==> src/rtl/lamp_pkg.sv <==
// Shared lamp constants: channels per LED board and frame geometry helpers.
// Used by the frame loader, framebuffer and driver so all agree on sizing.
// Pure constants and functions; no logic.
package lamp_pkg;

  localparam int c_channels_per_board = 32;

  // Words per frame for a given number of LED boards.
  function automatic int f_channels(input int ledboards);
    return ledboards * c_channels_per_board;
  endfunction

  // Framebuffer address width for a given number of LED boards.
  function automatic int f_addr_w(input int ledboards);
    return $clog2(f_channels(ledboards));
  endfunction

endpackage

==> src/rtl/spi_frame_loader_sync_edge.sv <==
// Multi-flop synchronisers for asynchronous serial-link inputs.
// Latency: c_stages cycles; sync_edge adds a registered rising-edge detect.
// No backpressure: inputs are sampled every cycle.

module sync_bits #(
  parameter int c_width  = 1,
  parameter int c_stages = 2
) (
  input  logic               clk,
  input  logic               rst_n,
  input  logic [c_width-1:0] d,
  output logic [c_width-1:0] q
);

  logic [c_stages-1:0][c_width-1:0] stg;

  // Shift the asynchronous inputs through the synchroniser chain.
  always_ff @(posedge clk or negedge rst_n) begin
    if (!rst_n) begin
      stg <= '0;
    end else begin
      stg <= {stg[c_stages-2:0], d};
    end
  end

  assign q = stg[c_stages-1];

endmodule

module sync_edge #(
  parameter int c_stages = 2
) (
  input  logic clk,
  input  logic rst_n,
  input  logic d,
  output logic rise
);

  logic d_s;
  logic d_prev;

  sync_bits #(.c_width(1), .c_stages(c_stages)) u_sync (
    .clk   (clk),
    .rst_n (rst_n),
    .d     (d),
    .q     (d_s)
  );

  // Remember the previous synchronised level for edge detection.
  always_ff @(posedge clk or negedge rst_n) begin
    if (!rst_n) begin
      d_prev <= 1'b0;
    end else begin
      d_prev <= d_s;
    end
  end

  assign rise = d_s & ~d_prev;

endmodule

==> src/rtl/spi_frame_loader.sv <==
// Deserialises one SPI frame of c_bps-bit words into framebuffer writes at 0..c_channels-1.
// Latency: write strobe one cycle after the synchronised sclk rise completing a word.
// No backpressure: the framebuffer accepts every write; extra words set an overflow flag.
module spi_frame_loader
  import lamp_pkg::*;
#(
  parameter  int c_ledboards   = 2,
  parameter  int c_bps         = 12,
  parameter  int c_sync_stages = 2,
  localparam int c_channels    = f_channels(c_ledboards),
  localparam int c_addr_w      = f_addr_w(c_ledboards)
) (
  input  logic                i_clk,
  input  logic                i_rst_n,
  input  logic                i_sclk,
  input  logic                i_mosi,
  input  logic                i_cs_n,
  output logic                o_wen,
  output logic [c_addr_w-1:0] o_waddr,
  output logic [c_bps-1:0]    o_wdata,
  output logic                o_busy,
  output logic                o_frame_done,
  output logic                o_frame_err
);

  localparam int c_bit_w = $clog2(c_bps);
  localparam int c_cnt_w = c_addr_w + 1;
  localparam logic [c_bit_w-1:0] c_last_bit = c_bit_w'(c_bps - 1);
  localparam logic [c_cnt_w-1:0] c_full     = c_cnt_w'(c_channels);

  typedef enum logic [2:0] {
    S_WAIT_HIGH,
    S_IDLE,
    S_RECV,
    S_FULL,
    S_END
  } state_t;

  state_t               state;
  logic                 sclk_rise;
  logic [1:0]           ctl_s;
  logic                 mosi_s;
  logic                 cs_n_s;
  logic [c_bps-2:0]     shift;
  logic [c_bit_w-1:0]   bit_cnt;
  logic [c_cnt_w-1:0]   word_cnt;
  logic                 ovf;
  logic                 frame_ok;

  sync_edge #(.c_stages(c_sync_stages)) u_sclk_sync (
    .clk   (i_clk),
    .rst_n (i_rst_n),
    .d     (i_sclk),
    .rise  (sclk_rise)
  );

  sync_bits #(.c_width(2), .c_stages(c_sync_stages)) u_ctl_sync (
    .clk   (i_clk),
    .rst_n (i_rst_n),
    .d     ({i_mosi, i_cs_n}),
    .q     (ctl_s)
  );

  assign mosi_s = ctl_s[1];
  assign cs_n_s = ctl_s[0];

  // A frame is good only if it ended exactly on the last word with nothing extra.
  assign frame_ok = (word_cnt == c_full) && (bit_cnt == '0) && !ovf;

  // Frame FSM: word assembly, write strobes and end-of-frame status pulses.
  always_ff @(posedge i_clk or negedge i_rst_n) begin
    if (!i_rst_n) begin
      state        <= S_WAIT_HIGH;
      shift        <= '0;
      bit_cnt      <= '0;
      word_cnt     <= '0;
      ovf          <= 1'b0;
      o_wen        <= 1'b0;
      o_waddr      <= '0;
      o_wdata      <= '0;
      o_busy       <= 1'b0;
      o_frame_done <= 1'b0;
      o_frame_err  <= 1'b0;
    end else begin
      o_wen        <= 1'b0;
      o_frame_done <= 1'b0;
      o_frame_err  <= 1'b0;
      unique case (state)
        // cs_n held low across reset release must not start a frame.
        S_WAIT_HIGH: begin
          if (cs_n_s) state <= S_IDLE;
        end
        S_IDLE: begin
          if (!cs_n_s) begin
            bit_cnt  <= '0;
            word_cnt <= '0;
            ovf      <= 1'b0;
            o_busy   <= 1'b1;
            state    <= S_RECV;
          end
        end
        // cs_n deassert takes priority over a coincident sclk rise.
        S_RECV: begin
          if (cs_n_s) begin
            o_busy       <= 1'b0;
            o_frame_done <= frame_ok;
            o_frame_err  <= !frame_ok;
            state        <= S_END;
          end else if (sclk_rise) begin
            shift <= {shift[c_bps-3:0], mosi_s};
            if (bit_cnt == c_last_bit) begin
              o_wen    <= 1'b1;
              o_wdata  <= {shift, mosi_s};
              o_waddr  <= word_cnt[c_addr_w-1:0];
              bit_cnt  <= '0;
              word_cnt <= word_cnt + 1'b1;
              if (word_cnt + 1'b1 == c_full) state <= S_FULL;
            end else begin
              bit_cnt <= bit_cnt + 1'b1;
            end
          end
        end
        // Frame already complete; any further clocking is an overflow.
        S_FULL: begin
          if (cs_n_s) begin
            o_busy       <= 1'b0;
            o_frame_done <= frame_ok;
            o_frame_err  <= !frame_ok;
            state        <= S_END;
          end else if (sclk_rise) begin
            ovf <= 1'b1;
          end
        end
        S_END: begin
          state <= S_IDLE;
        end
        default: begin
          state <= S_WAIT_HIGH;
        end
      endcase
    end
  end

endmodule

==> config.mk <==
export PLATFORM = sky130hd
export DESIGN_NAME = spi_frame_loader
export DESIGN_NICKNAME = d
export VERILOG_FILES = /design/src/rtl/lamp_pkg.sv /design/src/rtl/spi_frame_loader_sync_edge.sv /design/src/rtl/spi_frame_loader.sv
export SDC_FILE = /design/constraint.sdc
export NUM_CORES = 1
export LEC_CHECK = 0
export CAP_MARGIN = 20
export CORE_UTILIZATION = 53
export CTS_CLUSTER_SIZE = 40
export DETAILED_ROUTE_END_ITERATION = 6
export PLACE_DENSITY = 0.76
export SLEW_MARGIN = 20
export SYNTH_ARGS = -nofsm -noshare
export SYNTH_HDL_FRONTEND = slang
export SYNTH_SLANG_ARGS = --single-unit
==> constraint.sdc <==
create_clock -name i_clk -period 3.7 [get_ports i_clk]
set_clock_uncertainty 0.2 [all_clocks]
set_input_delay 0.555 -clock i_clk [delete_from_list [all_inputs] [get_ports i_clk]]
set_output_delay 0.555 -clock i_clk [all_outputs]
set_load 0.01 [all_outputs]
-- Word-level counts from Yosys, hierarchy flattened
Cells that the tools add are included.
- bits in latches: 0
- memories kept: 0
- output and inout port bits: 22
- register bits after elaboration: 55
- memory bits (read-only): 0
- memory bits (writable): 0
- reduce and logical (&&, ||, !) cells: 17
- order comparisons: 0
- multipliers: 0
- $add $sub $neg: 2
- div/mod/pow operators: 0
- shift operators: 0
- equal/unequal tests: 19
- bitwise operators: 3
- multiplexer cells: 33
- operators by type and width (kind ; number):
    7-bit two-way mux ; 4
    3-bit two-way mux ; 7
    4-bit two-way mux ; 4
    3-bit case mux with 5 select lines ; 1
    7-bit equality test, second input constant ; 2
    7-bit case mux with 2 select lines ; 1
    1-bit two-way mux ; 13
    2-bit != test, second input constant ; 6
    4-bit AND reduction ; 3
    3-bit by 2-bit != test with 1-bit output, second input constant ; 3
    4-bit case mux with 2 select lines ; 1
    7-bit by 1-bit adder with 7-bit output, second input constant ; 1
    3-bit by 2-bit equality test with 1-bit output, second input constant ; 2
    2-bit by 1-bit != test with 1-bit output, second input constant ; 3
    3-bit AND reduction ; 2
    6-bit AND reduction ; 1
    2-bit nonzero test ; 3
    5-bit AND reduction ; 1
    4-bit by 1-bit adder with 4-bit output, second input constant ; 1
    4-bit equality test, second input constant ; 1
    4-bit logical NOT ; 1
    1-bit case mux with 2 select lines ; 2
    3-bit by 1-bit equality test with 1-bit output, second input constant ; 1
    3-bit equality test, second input constant ; 1
    other kinds (6) ; 9

-- Longest topological paths before layout
- word-level depth: 7
- gate-level depth with buffers: 7

-- Modules after synthesis
From an unflattened synthesis, not the netlist that was laid out.
- cells, all modules: 184
- area, all modules: 2336.0 µm²
- modules (own cells, without submodules) (module ; sequential area each (µm²) ; cells each ; times used ; area each (µm²)):
    spi_frame_loader ; 1201.2 ; 174 ; 1 ; 2132.0
    sync_bits at u_ctl_sync ; 100.1 ; 6 ; 1 ; 115.1
    sync_bits at u_sclk_sync.u_sync ; 50.0 ; 2 ; 1 ; 50.0
    sync_edge ; 25.0 ; 2 ; 1 ; 38.8

-- Worst setup path before layout
OpenSTA, ideal clock, no wires.
- path kind: reg2reg
- start: register bit_cnt[0]
- end: register o_waddr[5]
- slack: 1.816 ns
- cell stages (with the launch flop): 7
- setup time: 0.128 ns
- data arrival time: 1.557 ns
- clock period less this slack: 1.884 ns
- cell sequence: dfrtp_1 > ha_1 > and3b_1 > buf_2 > nand3_1 > buf_2 > mux2_1
- longest elaborated chain between the ends: 2
- ends and longest elaborated chain (what ; line ; text):
    from (decl) ; spi_frame_loader.sv:45 ; logic [c_bit_w-1:0] bit_cnt;
    from (signal assigned) ; spi_frame_loader.sv:119 ; bit_cnt <= bit_cnt + 1'b1;
    4-bit equality test ; spi_frame_loader.sv:111 ; if (bit_cnt == c_last_bit) begin
    4-bit AND reduction (no source line) ; - ;
    to (signal assigned) ; spi_frame_loader.sv:114 ; o_waddr <= word_cnt[c_addr_w-1:0];
    to (decl) ; spi_frame_loader.sv:19 ; output logic [c_addr_w-1:0] o_waddr,
No other way between the ends.
A chain may end at the register's enable or synchronous reset.

-- Worst setup path after layout
- start: register state[0]
- end: register word_cnt[4]
- longest elaborated chain between the ends: 3
- ends and longest elaborated chain (what ; line ; text):
    from (decl) ; spi_frame_loader.sv:39 ; state_t state;
    from (signal assigned) ; spi_frame_loader.sv:73 ; state <= S_WAIT_HIGH;
    from (signal assigned) ; spi_frame_loader.sv:91 ; if (cs_n_s) state <= S_IDLE;
    from (signal assigned) ; spi_frame_loader.sv:99 ; state <= S_RECV;
    3-bit by 2-bit equality test with 1-bit output / 3-bit by 1-bit equality test with 1-bit output (equally long branches) ; spi_frame_loader.sv:88 ; unique case (state)
    2-bit != test (no source line) / 2-bit nonzero test (equally long branches) ; - ;
    5-bit AND reduction (no source line) ; - ;
    to (signal assigned) ; spi_frame_loader.sv:116 ; word_cnt <= word_cnt + 1'b1;
    to (decl) ; spi_frame_loader.sv:46 ; logic [c_cnt_w-1:0] word_cnt;
Parallel ways exist; a longest one is shown, timed or not.

==> impl_metrics.toml <==
[setup_path]
crit_required_ns = 3.70
crit_chain = "or3b_1, o221ai_2, o21ai_0, o41ai_1"
cp.arrival_ns = 2.08
slowest_delay_ns = 0.61
cp_max_fo = 13
critPathSlowestCell = "or3b_1"
crit_path_start_kind = "flip-flop"
worst-setup-path-type = "flip-flop to flip-flop"
reg2reg_depth = 4
endpoint_kind = "flip-flop"

[yosys]
synthesis.area_mm2 = 0.00233
synth_area_leaders = "dfrtp_1 59%, mux2_1 11%, mux2_2 2.4%, ha_1 2.1%, nand3_1 1.9%"
yosysTopAreaCellShare = 0.590
synth_simple_gate_area_share = 0.124
ys_ff_latch = 55
syn_nets = 192
yosys_warnings = 0
synth_mux_area_frac = 0.130
synth-seq-area-share = 0.590
synth_xor_area_frac = 0.00375
synth_top_family_by_area = "multiplexers"
yosys.area.top_type = "dfrtp_1"
synth.avg_cell_area_um2 = 12.8
synth_adder_area_share = 0.0214
yosys.cell_types.count = 42
synth-compound-area-share = 0.0954
syn_inst = 183

[power_and_ir_drop]
power.leakage_nw = 1.29
power_density_mw_per_mm2 = 434
finalPower_mw = 1.19
worst_ir_drop_vdd_v = 0.000403

[sta]
finalHoldViolCount = 0
finalSetupViolations = 0
slew_headroom = 0.523
max_clock_freq_mhz = 482
fin_crit_sh = 0.561
tns_ns = 0
worst_pin_slew_ns = 0.715
slew_viol_final = 0
grt_setup_unrepaired = "no"
layout_min_cycle_time_ns = 2.07

[place]
dp_hpwl_mm = 2.87
dpl_cell_area_mm2 = 0.00262
gp_congestion = 0.860
placed_cells = 252
port-buffer-count = 26

[layout]
stdcell_count = 260
final_cell_mix = "55 x dfrtp_1, 25 x clkdlybuf4s50_1, 22 x mux2_1, 9 x nand2_1, 9 x nand3_1"
drive_above_1_share = 0.110
synthToLayoutAreaGrowth_pct = 17.1
design_area_mm2 = 0.00273
fin_nets = 218
mostFrequentLayoutCell = "dfrtp_1"
diodes = 0
fillCellCount = 323

[detailed_routing]
drcViolationCount = 0
drt-pass1-iter-count = 6
wire_per_inst_um = 15.8
avgViaCountPerCell = 5.72
route.vias.total = 1487
antenna_left = 0
dr.first_iter.drc_count = 178
drt_wl_total_mm = 4.10

[global_routing]
antenna_found_initial = 0
grt_overflow = 0
grt.total_usage = 0.204
grt_pass1_vias = 1471
grt_pass1_wl_mm = 6.85
grt_max_degree = 34

[clock_network]
cts.root.buffer_cell = "clkbuf_8"
clk_latency_ns = 0.31
post_cts_buffers = 0
htree_levels = 2
clock_path_buffers = 2
cts.sinks = 55
tritoncts = "yes"
cts_resized = 0
clkTransAtPathRegs_ns = 0.10
hold_buffers = 0
numCtsBuffers = 5

[floorplanning]
pin_count = 27
dieArea_mm2 = 0.00467
die_x_um = 68.4
row_count = 23
core_area_mm2 = 0.00412
start_util = 0.567
die_h_um = 68.4

[worst_hold_path]
min_path_type = "input pin to asynchronous set/reset pin"

[outcome]
outcome = "complete, no violations"

[flow_run]
cap_violations = 0
metal layers:
metal  global-route usage  part of all wire
met4               0.0625             0.014
met5                    0                 0
met2                0.332              0.51
met3               0.0567             0.033
met1                0.264              0.44
worst max-delay path: cells and delay by family, from the launching register on:
kind / cells / cell delay, ns
flops: 1 / 0.51
compound gates: 3 / 0.66
simple gates: 1 / 0.61
stage by stage:
step | hold WS, ns | setup slack [ns] | util
6_report | 0.0870 | 1.63 | 0.664
5_1_grt | 0.146 | 1.48 | 0.664
4_1_cts | 0.114 | 1.65 | 0.664
3_5_place_dp | 0.146 | 1.67 | 0.635
3_3_place_gp | 0.133 | 1.73 | 0.635
2_1_floorplan | 0.0594 | 1.82 | -
Yosys cell counts, drive strengths merged:
| master | number |
|---|---|
| dfrtp | 55 |
| mux2 | 27 |
| o21ai | 11 |
| nand2 | 10 |
| nand3 | 9 |
| nor2 | 9 |
| inv | 8 |
| buf | 7 |
| ha | 4 |
| o41ai | 4 |
| a21oi | 3 |
| a31oi | 3 |
| nor2b | 3 |
| o31ai | 3 |
| a41oi | 2 |
| and3 | 2 |
| clkbuf | 2 |
| nand2b | 2 |
| nand3b | 2 |
| nor4b | 2 |
| or3b | 2 |
| or4 | 2 |
| a21o | 1 |
| a22oi | 1 |
| a32o | 1 |
| and3b | 1 |
| and4bb | 1 |
| nand4 | 1 |
| nor3 | 1 |
| nor4 | 1 |
| o21a | 1 |
| o221ai | 1 |
| xnor2 | 1 |
final timing paths:
check                                  start              end  slack [ns]
max in group asynchronous            i_rst_n         state[1]        2.46
min in group i_clk         u_ctl_sync.stg[1]  u_ctl_sync.q[1]        0.17
setup / recovery                    state[0]      word_cnt[4]        1.63
setup reg to reg                    state[0]      word_cnt[4]        1.63
hold / removal                       i_rst_n       bit_cnt[3]        0.09
hold reg to reg            u_ctl_sync.stg[1]  u_ctl_sync.q[1]        0.17
state kept, by name, summed over array words and instances (netlist names):
signal                  count
bit_cnt                     4
o_busy                      1
o_frame_done                1
o_frame_err                 1
o_waddr                     6
o_wdata                    12
o_wen                       1
ovf                         1
shift                      11
state                       3
u_ctl_sync.q                2
u_ctl_sync.stg              2
u_sclk_sync.d_prev          1
u_sclk_sync.u_sync.q        1
u_sclk_sync.u_sync.stg      1
word_cnt                    7
cells by family after synthesis:
group           count (synthesis)
flops                          55
simple gates                   48
compound gates                 31
mux                            27
buf+inv                        17
fa+ha+maj                       4
xor+xnor                        1
layout make-up:
class	count	area, µm²	area share
Sequential cell	55	1380	0.504
Multi-Input combinational cell	111	876	0.321
Timing Repair Buffer	28	270	0.0989
Clock buffer	5	68.8	0.0252
Tap cell	50	62.6	0.0229
Clock inverter	3	47.5	0.0174
Inverter	8	30.0	0.0110
power breakdown:
part	internal, mW	switching [mW]
Combinational	0.0508	0.0651
Clock	0.205	0.196
Sequential	0.632	0.0364
(Power assumes the default switching activity.)
